<file path="config.mk">
export PLATFORM = sky130hd
export DESIGN_NAME = alu_result_stage_flat
export DESIGN_NICKNAME = d
export VERILOG_FILES = /design/src/rtl/alu_result_stage_if.sv /design/src/rtl/alu_result_stage.sv /design/src/flat_wrapper.sv
export SDC_FILE = /design/constraint.sdc
export NUM_CORES = 1
export LEC_CHECK = 0
export ABC_AREA = 1
export CAP_MARGIN = 15
export CORE_MARGIN = 3
export CORE_UTILIZATION = 53
export CTS_CLUSTER_DIAMETER = 120
export DETAILED_ROUTE_END_ITERATION = 16
export PLACE_DENSITY = 0.84
export SYNTH_ARGS = -nofsm -noshare
export SYNTH_HDL_FRONTEND = slang
export SYNTH_SLANG_ARGS = --single-unit
</file>
<file path="constraint.sdc">
create_clock -name phi1 -period 5.4 [get_ports phi1]
set_clock_uncertainty 0.1 [all_clocks]
set_input_delay 0.54 -clock phi1 [delete_from_list [all_inputs] [get_ports phi1]]
set_output_delay 0.54 -clock phi1 [all_outputs]
set_load 0.005 [all_outputs]
</file>
<file path="src/rtl/alu_result_stage_if.sv">
// Writeback bus between the ALU result stage and the register file.
// The stage drives data/valid and the register file answers with ready.
interface alu_result_stage_if #(
  parameter int REG_WIDTH = 8
);
  logic                 wb_valid;
  logic [REG_WIDTH-1:0] wb_data;
  logic [1:0]           wb_dst;
  logic                 wb_ready;

  modport master (
    output wb_valid,
    output wb_data,
    output wb_dst,
    input  wb_ready
  );

  modport slave (
    input  wb_valid,
    input  wb_data,
    input  wb_dst,
    output wb_ready
  );
endinterface

</file>
<file path="src/rtl/alu_result_stage.sv">
// 6502 ALU result stage: derives N/Z/C/V, applies the BCD decimal adjust,
// and hands the final value to the register file over a valid/ready writeback.
module alu_result_stage #(
  parameter int REG_WIDTH = 8
) (
  input  logic                 phi1,
  input  logic                 reset_n,
  input  logic [REG_WIDTH-1:0] alu_dout,
  input  logic                 alu_wout,
  input  logic                 alu_carry,
  input  logic                 alu_half_carry,
  input  logic                 op_a7,
  input  logic                 op_b7,
  input  logic                 is_sum,
  input  logic                 is_sub,
  input  logic                 dec_mode,
  input  logic [REG_WIDTH-1:0] status_in,
  input  logic [1:0]           dst_sel,
  alu_result_stage_if.master   wb,
  output logic [REG_WIDTH-1:0] status_out,
  output logic                 status_we,
  output logic                 busy
);

  localparam logic [1:0] ST_IDLE   = 2'd0;
  localparam logic [1:0] ST_ADJUST = 2'd1;
  localparam logic [1:0] ST_HOLD   = 2'd2;

  localparam int C_BIT = 0;
  localparam int Z_BIT = 1;
  localparam int V_BIT = 6;
  localparam int N_BIT = 7;

  logic [1:0]           r_state;
  logic [REG_WIDTH-1:0] r_bin;
  logic                 r_carry;
  logic                 r_halfCarry;
  logic                 r_isSub;
  logic [1:0]           r_dst;
  logic [REG_WIDTH-1:0] r_status;
  logic [REG_WIDTH-1:0] r_statusOut;
  logic                 r_statusWe;
  logic                 r_wbValid;
  logic [REG_WIDTH-1:0] r_wbData;
  logic [1:0]           r_wbDst;

  logic                 w_negative;
  logic                 w_zero;
  logic                 w_overflow;
  logic [REG_WIDTH-1:0] w_status;

  logic                 w_addLoFix;
  logic [REG_WIDTH-1:0] w_addStep;
  logic                 w_addHiFix;
  logic [REG_WIDTH-1:0] w_addResult;
  logic [REG_WIDTH-1:0] w_subResult;
  logic [REG_WIDTH-1:0] w_adjResult;
  logic                 w_adjCarry;
  logic [REG_WIDTH-1:0] w_adjStatus;

  // N and Z always reflect the binary ALU value, even in decimal mode (NMOS behaviour).
  assign w_negative = alu_dout[N_BIT];
  assign w_zero     = (alu_dout == '0);
  assign w_overflow = (op_a7 == op_b7) && (alu_dout[N_BIT] != op_a7);

  always_comb begin
    w_status        = status_in;
    w_status[N_BIT] = w_negative;
    w_status[Z_BIT] = w_zero;
    if (is_sum) begin
      w_status[V_BIT] = w_overflow;
      w_status[C_BIT] = alu_carry;
    end
  end

  // Decimal add: the low-nibble fix may carry into the high nibble before it is checked.
  assign w_addLoFix = r_halfCarry || (r_bin[3:0] > 4'd9);
  assign w_addStep  = w_addLoFix ? (r_bin + REG_WIDTH'(6)) : r_bin;
  assign w_addHiFix = r_carry || (w_addStep[7:4] > 4'd9);

  always_comb begin
    w_addResult = w_addStep;
    if (w_addHiFix) begin
      w_addResult[7:4] = w_addStep[7:4] + 4'd6;
    end
  end

  // Decimal subtract: each nibble is corrected independently, no borrow between them.
  always_comb begin
    w_subResult = r_bin;
    if (!r_halfCarry) begin
      w_subResult[3:0] = r_bin[3:0] - 4'd6;
    end
    if (!r_carry) begin
      w_subResult[7:4] = r_bin[7:4] - 4'd6;
    end
  end

  assign w_adjResult = r_isSub ? w_subResult : w_addResult;
  assign w_adjCarry  = r_carry || (!r_isSub && w_addHiFix);

  always_comb begin
    w_adjStatus        = r_status;
    w_adjStatus[C_BIT] = w_adjCarry;
  end

  // Writes from the ALU are only sampled in IDLE; while busy they are dropped.
  always_ff @(posedge phi1) begin
    if (!reset_n) begin
      r_state     <= ST_IDLE;
      r_bin       <= '0;
      r_carry     <= 1'b0;
      r_halfCarry <= 1'b0;
      r_isSub     <= 1'b0;
      r_dst       <= 2'd0;
      r_status    <= '0;
      r_statusOut <= '0;
      r_statusWe  <= 1'b0;
      r_wbValid   <= 1'b0;
      r_wbData    <= '0;
      r_wbDst     <= 2'd0;
    end else begin
      r_statusWe <= 1'b0;
      case (r_state)
        ST_IDLE: begin
          if (alu_wout) begin
            r_bin       <= alu_dout;
            r_carry     <= alu_carry;
            r_halfCarry <= alu_half_carry;
            r_isSub     <= is_sub;
            r_dst       <= dst_sel;
            r_status    <= w_status;
            if (is_sum && dec_mode) begin
              r_state <= ST_ADJUST;
            end else begin
              r_statusOut <= w_status;
              r_statusWe  <= 1'b1;
              if (dst_sel != 2'd0) begin
                r_wbData  <= alu_dout;
                r_wbDst   <= dst_sel;
                r_wbValid <= 1'b1;
                r_state   <= ST_HOLD;
              end
            end
          end
        end
        ST_ADJUST: begin
          r_statusOut <= w_adjStatus;
          r_statusWe  <= 1'b1;
          if (r_dst != 2'd0) begin
            r_wbData  <= w_adjResult;
            r_wbDst   <= r_dst;
            r_wbValid <= 1'b1;
            r_state   <= ST_HOLD;
          end else begin
            r_state <= ST_IDLE;
          end
        end
        ST_HOLD: begin
          if (wb.wb_ready) begin
            r_wbValid <= 1'b0;
            r_state   <= ST_IDLE;
          end
        end
        default: begin
          r_state <= ST_IDLE;
        end
      endcase
    end
  end

  assign wb.wb_valid = r_wbValid;
  assign wb.wb_data  = r_wbData;
  assign wb.wb_dst   = r_wbDst;
  assign status_out  = r_statusOut;
  assign status_we   = r_statusWe;
  assign busy        = (r_state != ST_IDLE);

endmodule

</file>
<file path="src/flat_wrapper.sv">
// flat-port wrapper written by rule: the top's interface ports become plain ports
module alu_result_stage_flat 
#(
  parameter int REG_WIDTH = 8
)
  (phi1, reset_n, alu_dout, alu_wout, alu_carry, alu_half_carry, op_a7, op_b7, is_sum, is_sub, dec_mode, status_in, dst_sel, status_out, status_we, busy, wb_wb_valid, wb_wb_data, wb_wb_dst, wb_wb_ready);
  alu_result_stage_if #(.REG_WIDTH(REG_WIDTH)) wb_i ();
  input  logic phi1;
  input  logic reset_n;
  input  logic [REG_WIDTH-1:0] alu_dout;
  input  logic alu_wout;
  input  logic alu_carry;
  input  logic alu_half_carry;
  input  logic op_a7;
  input  logic op_b7;
  input  logic is_sum;
  input  logic is_sub;
  input  logic dec_mode;
  input  logic [REG_WIDTH-1:0] status_in;
  input  logic [1:0] dst_sel;
  output logic [REG_WIDTH-1:0] status_out;
  output logic status_we;
  output logic busy;
  output wire logic [$bits(wb_i.wb_valid)-1:0] wb_wb_valid;
  output wire logic [$bits(wb_i.wb_data)-1:0] wb_wb_data;
  output wire logic [$bits(wb_i.wb_dst)-1:0] wb_wb_dst;
  input wire logic [$bits(wb_i.wb_ready)-1:0] wb_wb_ready;
  assign wb_wb_valid = wb_i.wb_valid;
  assign wb_wb_data = wb_i.wb_data;
  assign wb_wb_dst = wb_i.wb_dst;
  assign wb_i.wb_ready = wb_wb_ready;
  alu_result_stage #(.REG_WIDTH(REG_WIDTH)) u_core (.phi1(phi1), .reset_n(reset_n), .alu_dout(alu_dout), .alu_wout(alu_wout), .alu_carry(alu_carry), .alu_half_carry(alu_half_carry), .op_a7(op_a7), .op_b7(op_b7), .is_sum(is_sum), .is_sub(is_sub), .dec_mode(dec_mode), .status_in(status_in), .dst_sel(dst_sel), .wb(wb_i), .status_out(status_out), .status_we(status_we), .busy(busy));
endmodule
</file>
==> impl_metrics.toml, run 1 <==
[clock_network]
worstSkewPairLatency_ns = 0.29
cts_setup_buffers = 0
cts_buffers = 5
cts.sinks = 41
cts_buffer_depth = 2
tritoncts = "done"
cts_max_level = 2
cts_resized = 0
root_buffer = "clkbuf_8"
hold_buffers = 0
clkTransAtPathRegs_ns = 0.07

[logic_synthesis]
synth_cell_types = 32
synth_warnings = 0
ys_async_sr_fraction_pct = 0
syn_area_mm2 = 0.00211
synth_seq_cells = 41
synth_nets = 331
syn-instance-count = 298
ys_seq_area_share_pct = 38.9
synth_edf_count = 0
syn-mean-instance-area_um2 = 7.08
synth_ff_type = "dfxtp_1"

[timing]
fin_crit_sh_pct = 47.9
clock.fmax_mhz = 387
finalSetupTns_ns = 0
tightestPinTransition_ns = 0.961
relSlewSlack_pct = 35.8
hold_viol = 0
fin_hold_ws_ns = 0.374
rsz0062_at_grt = "no"
maxSlewViolCount = 0
period_needed_ns = 2.59
worst_slack_ns = 2.81
setup_viol = 0

[critical_path]
crit_type = "primary input to register"
critPathArrivalTime_ns = 2.66
end_kind = "register"
start_kind = "primary input"
required_ns = 5.47
cp_max_fo = 30

[routing]
first_iter_violations = 150
num_vias = 2140
finalWirelength_mm = 5.34
post_drt_via_cell_ratio = 5.53
wl_per_cell_um = 13.8
first_pass_iters = 4
final_antenna_net_count = 0
drc_errors = 0

[power]
powerDensity_mw_per_mm2 = 283
p_clk_share_pct = 24.6
ir_worst_vdd_mv = 0.211
p_sw_share_pct = 31.5
power.leakage_nw = 1.11
pwr-share-comb_pct = 27.9
net-switching-power_w = 0.000237
p_int_w = 0.000514
power_frac_seq_pct = 47.5

[place]
dp_cells = 381
gp_congestion = 0.915
place_ws_ns = 2.54
io_buffer_count = 47
place_hpwl_mm = 3.78

[cells_and_area]
drive_above_1_share_pct = 10.0
syn_to_final_growth_pct = 25.9
antenna_cells = 0
final_cells = 387
fillers = 346
multi_input_area_mm2 = 0.00111
nets = 373
seqCellArea_um2 = 821

[grt]
grt_pass1_vias = 2076
grt.total_usage_pct = 23.1
grt_pass1_wl_mm = 9.23
grt_overflow = 0
grt_max_degree = 32
antenna_found_initial = 0

[worst_hold_path]
hold_path.class = "register to register"

[floorplan]
ios = 50
core-area_mm2 = 0.00374
start_util_pct = 56.4
dieArea_mm2 = 0.00477
rows = 22
die_y_um = 69.1
die_w_um = 69.1

[flow_run]
cap_violations = 0

[run_status]
status = "complete, no violations"
-- synth_stat cells, types with 2 or more instances --
cell | n | area, um^2
nand4_1 | 4 | 25.0
nor2_1 | 28 | 105
dfxtp_1 | 41 | 821
o21ai_1 | 5 | 25.0
a31oi_1 | 11 | 68.8
nor4_1 | 2 | 12.5
inv_2 | 8 | 30.0
nand2_4 | 5 | 56.3
ha_1 | 4 | 50.1
inv_1 | 23 | 86.3
clkinv_1 | 2 | 7.51
clkbuf_1 | 6 | 22.5
o211ai_1 | 3 | 22.5
a21oi_1 | 28 | 140
a21oi_2 | 3 | 26.3
nand2_1 | 51 | 191
buf_2 | 5 | 25.0
nand2_2 | 7 | 43.8
nand3_1 | 10 | 50.1
o21ai_0 | 40 | 200
-- registers in the layout (all words and copies together), names as in the netlist --
signal / count
u_core.r_carry: 1
u_core.r_isSub: 1
u_core.r_bin: 7
u_core.wb.wb_dst: 2
u_core.r_dst: 2
u_core.status_out: 8
u_core.wb.wb_data: 8
u_core.r_state: 2
u_core.r_status: 7
u_core.r_halfCarry: 1
u_core.wb.wb_valid: 1
u_core.status_we: 1
-- final cells by class --
class / count / area share [%]
sequential: 41 / 30.9
tap: 48 / 2.26
timing repair buffer: 47 / 17.7
multi-input combinational: 212 / 41.7
clock inverter: 1 / 0.189
inverter: 33 / 4.67
clock buffer: 5 / 2.59
-- worst paths after layout --
path | from | to | slack [ns] | cells after the start
worst max-delay path | alu_wout | u_core.status_out[6] | 2.81 | 6
worst min-delay path | u_core.wb.wb_data[3] | u_core.wb.wb_data[3] | 0.37 | 2
worst max register to register | u_core.r_state[0] | u_core.status_out[6] | 3.02 | 7
worst min register to register | u_core.wb.wb_data[3] | u_core.wb.wb_data[3] | 0.37 | 2
-- cell families after synthesis --
kind of cell               share of synthesized area [%]
AOI/OAI and AO/OA                                   24.7
xor gates and xnor gates                           0.831
adders and majority gates                           2.37
buffers and inverters                               8.66
DFF                                                 38.9
and+or+nand+nor                                     24.5
-- power groups by stage --
stage | Combinational (W) | Clock [W] | Sequential, W
after floorplan | 0.000127 | 0 | 0.000360
after global placement | 0.000202 | 0 | 0.000362
after detailed placement | 0.000207 | 0 | 0.000363
after CTS | 0.000209 | 0.000187 | 0.000357
after global routing | 0.000234 | 0.000199 | 0.000361
final | 0.000209 | 0.000185 | 0.000357
-- per-layer routing --
layer / share of wire (%) / track usage [%] / up-vias
met1: 44 / 30.3 / 984
met5: 0 / 0 / -
li1: - / - / 1080
met3: 6.7 / 3.94 / 5
met4: 1.1 / 7.16 / 0
met2: 49 / 38.7 / 71
-- cell usage in the layout, fill, tap and decap left out, types with 2 or more instances in the layout --
cell | synthesis | routed
nor4_1 | 2 | 2
nand2_1 | 51 | 51
o211ai_1 | 3 | 3
clkinv_1 | 2 | 2
inv_1 | 23 | 23
inv_2 | 8 | 8
a21oi_2 | 3 | 3
clkdlybuf4s50_1 | 0 | 47
a21oi_1 | 28 | 28
nand2_2 | 7 | 7
a31oi_1 | 11 | 11
clkbuf_8 | 0 | 5
o21ai_1 | 5 | 5
nand3_1 | 10 | 10
dfxtp_1 | 41 | 41
o21ai_0 | 40 | 40
nand2_4 | 5 | 5
nor2_1 | 28 | 28
nand4_1 | 4 | 4
ha_1 | 4 | 4
-- worst max-delay path, stage by stage --
cell	delay, ns
clkdlybuf4s50_1	0.48
nand2_1	0.56
o21ai_2	0.69
inv_1	0.15
a21oi_1	0.15
a21oi_1	0.08
-- stage by stage --
stage	utilization [%]	total power [W]	instance area [um^2]
3_5_place_dp	69.0	0.000570	2580
3_3_place_gp	69.0	0.000564	2580
4_1_cts	70.9	0.000753	2660
6_report	70.9	0.000751	2660
5_1_grt	70.9	0.000794	2660
2_1_floorplan	-	0.000487	2110
Power figures use the tool's default switching activity.
==> run 2, diff against run 1 <==
--- a/config.mk
+++ b/config.mk
@@ -8,10 +8,10 @@
 export ABC_AREA = 1
 export CAP_MARGIN = 15
 export CORE_MARGIN = 3
-export CORE_UTILIZATION = 53
+export CORE_UTILIZATION = 45
 export CTS_CLUSTER_DIAMETER = 120
 export DETAILED_ROUTE_END_ITERATION = 16
-export PLACE_DENSITY = 0.84
+export PLACE_DENSITY = 0.76
 export SYNTH_ARGS = -nofsm -noshare
 export SYNTH_HDL_FRONTEND = slang
 export SYNTH_SLANG_ARGS = --single-unit
==> constraint.sdc (replaced) <==
create_clock -name phi1 -period 2.2 [get_ports phi1]
set_clock_uncertainty 0.1 [all_clocks]
set_input_delay 0.22 -clock phi1 [delete_from_list [all_inputs] [get_ports phi1]]
set_output_delay 0.22 -clock phi1 [all_outputs]
set_load 0.005 [all_outputs]
==> run 2 against run 1 <==
Against the previous run:
- largest power group unchanged
- highest routed layer unchanged
- worst setup slack worse by 2.6 ns
- core utilization shrank 9.9 points
- power grew to 2.5 times the previous value
- clock power grew to 2.6 times the previous value
- sequential share of layout area decreased by 0.63 points
- critical path type is now register to register
==> impl_metrics.toml, run 2 (synthesis results as in run 1) <==
[clock_network]
cts_buffers = 5
root_buffer = "clkbuf_8"
cts_max_level = 2
cts.sinks = 41
cts_setup_buffers = 0
cts_buffer_depth = 2
hold_buffers = 0
clkTransAtPathRegs_ns = 0.08
cts_resized = 0
tritoncts = "done"
worstSkewPairLatency_ns = 0.29

[cells_and_area]
fillers = 422
drive_above_1_share_pct = 11.8
finalInstanceArea_mm2 = 0.00271
fin_util_pct = 61.0
final_cell_mix = "nand2_1 (51), clkdlybuf4s50_1 (47), dfxtp_1 (41)"
syn_to_final_growth_pct = 28.5
antenna_cells = 0
layout_commonest_cell = "nand2_1"
nets = 378

[timing]
period_needed_ns = 2.01
fin_crit_sh_pct = 91.2
maxSlewViolCount = 0
rsz0062_at_grt = "no"
hold_viol = 0
clock.fmax_mhz = 498
relSlewSlack_pct = 73.9
finalSetupTns_ns = 0
setup_viol = 0
tightestPinTransition_ns = 0.391

[critical_path]
cp_max_fo = 5
crit_type = "register to register"
r2r-start = "u_core.r_bin[1]"
required_ns = 2.33
worstReg2RegEnd = "u_core.wb.wb_data[7]"
end_kind = "register"
cp_slowest_cell = "dfxtp_1"
worst-path-buf-inv = 3
critPathArrivalTime_ns = 2.14
start_kind = "register"
cp_common_cell = "nand2_1"
rrSetupSlack_ns = 0.19
crit_chain = "inv_2, ha_1, inv_1, nand3_1, nand2_1, nand2_1, nand2_2, nand2_4, ha_1, o211ai_1, nand2_1, inv_2, nand2_1, nand2_1, nand2_1, a21oi_2"
ff2ff_path_depth = 16
slowest_delay_ns = 0.36
cp_top_family = "simple AND/OR/NAND/NOR gates"

[routing]
num_vias = 2151
final_antenna_net_count = 0
finalWirelength_mm = 5.38
first_iter_violations = 140
wl_per_cell_um = 13.5
post_drt_via_cell_ratio = 5.40
first_pass_iters = 4
drc_errors = 0

[worst_hold_path]
hold_path.class = "register to register"
min-delay-start = "u_core.wb.wb_data[4]"
whs_endpoint = "u_core.wb.wb_data[4]"
holdPathStages = 2

[floorplan]
core-area_mm2 = 0.00444
rows = 24
die_w_um = 74.5
start_util_pct = 47.5
dieArea_mm2 = 0.00555
die_y_um = 74.5
ios = 50

[power]
powerDensity_mw_per_mm2 = 693
power.leakage_nw = 1.14
ir_worst_vdd_mv = 0.415
fin_total_pwr_w = 0.00188

[grt]
gr-usage-met3_pct = 5.14
grt.total_usage_pct = 20.2
grt_pass1_wl_mm = 8.78
met2_usage_pct = 33.1
grt_use_met1_pct = 25.8
top_usage_layer = "met2"
grt_pass1_vias = 1997
grt_overflow = 0
grt_max_degree = 31
antenna_found_initial = 0

[run_status]
status = "complete, no violations"

[place]
io_buffer_count = 47
dpl_cell_area_mm2 = 0.00262
place_hpwl_mm = 3.84
gp_congestion = 0.836

[flow_run]
cap_violations = 0
## run 2: tightest hold or removal path, cell delays in order, from the launching register on
cell,delay [ns]
dfxtp_1,0.31
nand2_1,0.06
a21oi_1,0.05
## run 2: how the worst max path moves through the flow
| stage | cells after the start | to | slack [ns] | startpoint |
|---|---|---|---|---|
| floorplan | 16 | u_core.wb.wb_data[7] | 0.39 | u_core.r_bin[1] |
| finish | 16 | u_core.wb.wb_data[7] | 0.19 | u_core.r_bin[1] |
| CTS | 16 | u_core.wb.wb_data[7] | 0.20 | u_core.r_bin[1] |
| global placement | 16 | u_core.wb.wb_data[7] | 0.25 | u_core.r_bin[1] |
| detailed placement | 8 | u_core.wb.wb_data[4] | 0.22 | is_sum |
| global route | 16 | u_core.wb.wb_data[7] | 0.003 | u_core.r_bin[2] |
## run 2: per-layer routing
metal	up-vias	routed length [um]
met5	-	0
met4	0	41
met3	4	366
met2	66	2510
met1	995	2460
li1	1086	-
## run 2: cell type report
cell class / count / area, um^2 / share of cell area, %
Clock buffer: 5 / 68.8 / 2.54
Tap cell: 52 / 65.1 / 2.40
Sequential cell: 41 / 821 / 30.3
Clock inverter: 3 / 17.5 / 0.646
Multi-Input combinational cell: 212 / 1110 / 40.8
Inverter: 33 / 124 / 4.57
Timing Repair Buffer: 52 / 508 / 18.7
## run 2: metrics by stage
step | worst slack [ns] | hold WS (ns) | std cells
3_5_place_dp | 0.224 | 0.354 | 390
5_1_grt | 0.00323 | 0.383 | 398
2_1_floorplan | 0.390 | 0.253 | 298
4_1_cts | 0.203 | 0.367 | 398
3_3_place_gp | 0.254 | 0.352 | 390
6_report | 0.193 | 0.366 | 398
## run 2: power breakdown
group / switching (W) / internal, W / total [W]
logic: 0.000279 / 0.000241 / 0.000520
registers: 0.0000540 / 0.000821 / 0.000875
clock network: 0.000264 / 0.000219 / 0.000483
==> run 3, diff against run 2 <==
--- a/config.mk
+++ b/config.mk
@@ -11,7 +11,7 @@
 export CORE_UTILIZATION = 45
 export CTS_CLUSTER_DIAMETER = 120
 export DETAILED_ROUTE_END_ITERATION = 16
-export PLACE_DENSITY = 0.76
+export PLACE_DENSITY = 0.78
 export SYNTH_ARGS = -nofsm -noshare
 export SYNTH_HDL_FRONTEND = slang
 export SYNTH_SLANG_ARGS = --single-unit
==> run 3 against run 2 <==
Against the previous run:
- routed wire length down 0.61%
- critical path depth unchanged
- clock-buffer cell count up 1
- sequential power about the same
- worst hold slack better by 0.00075 ns
- die area unchanged
- largest power group unchanged
- non-clock buffer count unchanged
- combinational power about the same
==> impl_metrics.toml, run 3 (synthesis results as in run 1) <==
[timing]
period_needed_ns = 1.98
finalSetupTns_ns = 0
hold_viol = 0
setup_viol = 0
clock.fmax_mhz = 506
relSlewSlack_pct = 75.8
fin_crit_sh_pct = 89.8
tightestPinTransition_ns = 0.362
rsz0062_at_grt = "no"
maxSlewViolCount = 0

[critical_path]
ff2ff_path_depth = 16
cp_max_fo = 5
required_ns = 2.34
critPathArrivalTime_ns = 2.11
crit_type = "register to register"
start_kind = "register"
crit_start = "u_core.r_bin[1]"
r2r-start = "u_core.r_bin[1]"
end_kind = "register"

[routing]
final_antenna_net_count = 0
drc_errors = 0
first_pass_iters = 4
num_vias = 2116
wl_met3_um = 362
top_layer = "met4"
post_drt_via_cell_ratio = 5.32
wl_met2_mm = 2.37
wl_per_cell_um = 13.4
wl_met1_mm = 2.57
first_iter_violations = 204
finalWirelength_mm = 5.34

[floorplan]
ios = 50
core-area_mm2 = 0.00444
die_y_um = 74.5
rows = 24
die_w_um = 74.5
dieArea_mm2 = 0.00555
start_util_pct = 47.5

[clock_network]
cts_resized = 0
root_buffer = "clkbuf_8"
tritoncts = "done"
cts_buffers = 5
cts_setup_buffers = 0
cts.sinks = 41
worstSkewPairLatency_ns = 0.29
hold_buffers = 0
cts_max_level = 2
cts_buffer_depth = 2
clkTransAtPathRegs_ns = 0.09

[grt]
grt_max_degree = 31
grt_overflow = 0
grt.total_usage_pct = 20.3
grt_pass1_vias = 1934
antenna_found_initial = 0
grt_pass1_wl_mm = 8.76

[cells_and_area]
fillers = 420
drive_above_1_share_pct = 12.4
finalInstanceArea_mm2 = 0.00272
nets = 378
syn_to_final_growth_pct = 29.1
final_cell_mix = "nand2_1 (51), clkdlybuf4s50_1 (47), o21ai_0 (40)"
layout_commonest_cell = "nand2_1"
antenna_cells = 0

[place]
place_hpwl_mm = 3.87
io_buffer_count = 47
gp_congestion = 0.856
dpl_cell_area_mm2 = 0.00262

[power]
powerDensity_mw_per_mm2 = 708
ir_worst_vdd_mv = 0.549
power.leakage_nw = 1.14

[worst_hold_path]
hold_path.class = "register to register"
min-delay-start = "u_core.wb.wb_valid"
holdPathStages = 2

[flow_run]
cap_violations = 0

[run_status]
status = "complete, no violations"
-- run 3: cell types whose count changed in the layout (fill, tap and decap cells not counted), sizes merged --
cell      delta
clkinvlp     -1
clkbuf       +1
-- run 3: layer usage --
metal / vias to the layer above / global-route usage, %
met2: 73 / 32.0
li1: 1088 / -
met4: 0 / 5.14
met1: 950 / 27.8
met5: - / 0
met3: 5 / 5.00
-- run 3: worst max-delay path: stages, from the launching register on --
cell and delay [ns]:
dfxtp_2 0.34, inv_2 0.06, ha_1 0.22, inv_1 0.07
nand3_1 0.08, nand2_1 0.08, nand2_1 0.06, nand2_2 0.07
nand2_4 0.07, ha_1 0.19, o211ai_1 0.16, nand2_1 0.08
inv_2 0.05, nand2_1 0.04, nand2_1 0.07, nand2_1 0.07
a21oi_2 0.10
-- run 3: final timing paths --
path | slack, ns | endpoint
worst min-delay path | 0.37 | u_core.wb.wb_valid
worst max register to register | 0.22 | u_core.wb.wb_data[7]
worst max-delay path | 0.22 | u_core.wb.wb_data[7]
worst min register to register | 0.37 | u_core.wb.wb_valid
-- run 3: cell type report --
type	instances	area, um^2	area share [%]
flip-flops and latches	41	823	30.2
clock inverters	2	13.8	0.506
clock buffers	6	82.6	3.03
inverters	33	124	4.55
repair buffers	52	508	18.7
multi-input cells	212	1110	40.6
well taps	52	65.1	2.39
-- run 3: power breakdown --
| group | leakage [nW] | switching [W] | total [W] | internal, W |
|---|---|---|---|---|
| registers | 0.340 | 0.0000542 | 0.000876 | 0.000822 |
| logic | 0.753 | 0.000281 | 0.000520 | 0.000239 |
| clock network | 0.0512 | 0.000278 | 0.000532 | 0.000255 |
-- run 3: per-stage QoR --
| step | utilization [%] | power, W | setup slack [ns] | hold WS (ns) | instances |
|---|---|---|---|---|---|
| after floorplan | - | 0.00120 | 0.390 | 0.253 | 298 |
| after global placement | 59.0 | 0.00140 | 0.254 | 0.351 | 390 |
| after detailed placement | 59.0 | 0.00141 | 0.216 | 0.355 | 390 |
| after CTS | 61.2 | 0.00194 | 0.207 | 0.368 | 398 |
| after global routing | 61.3 | 0.00204 | 0.0236 | 0.376 | 398 |
| final | 61.3 | 0.00193 | 0.225 | 0.367 | 398 |
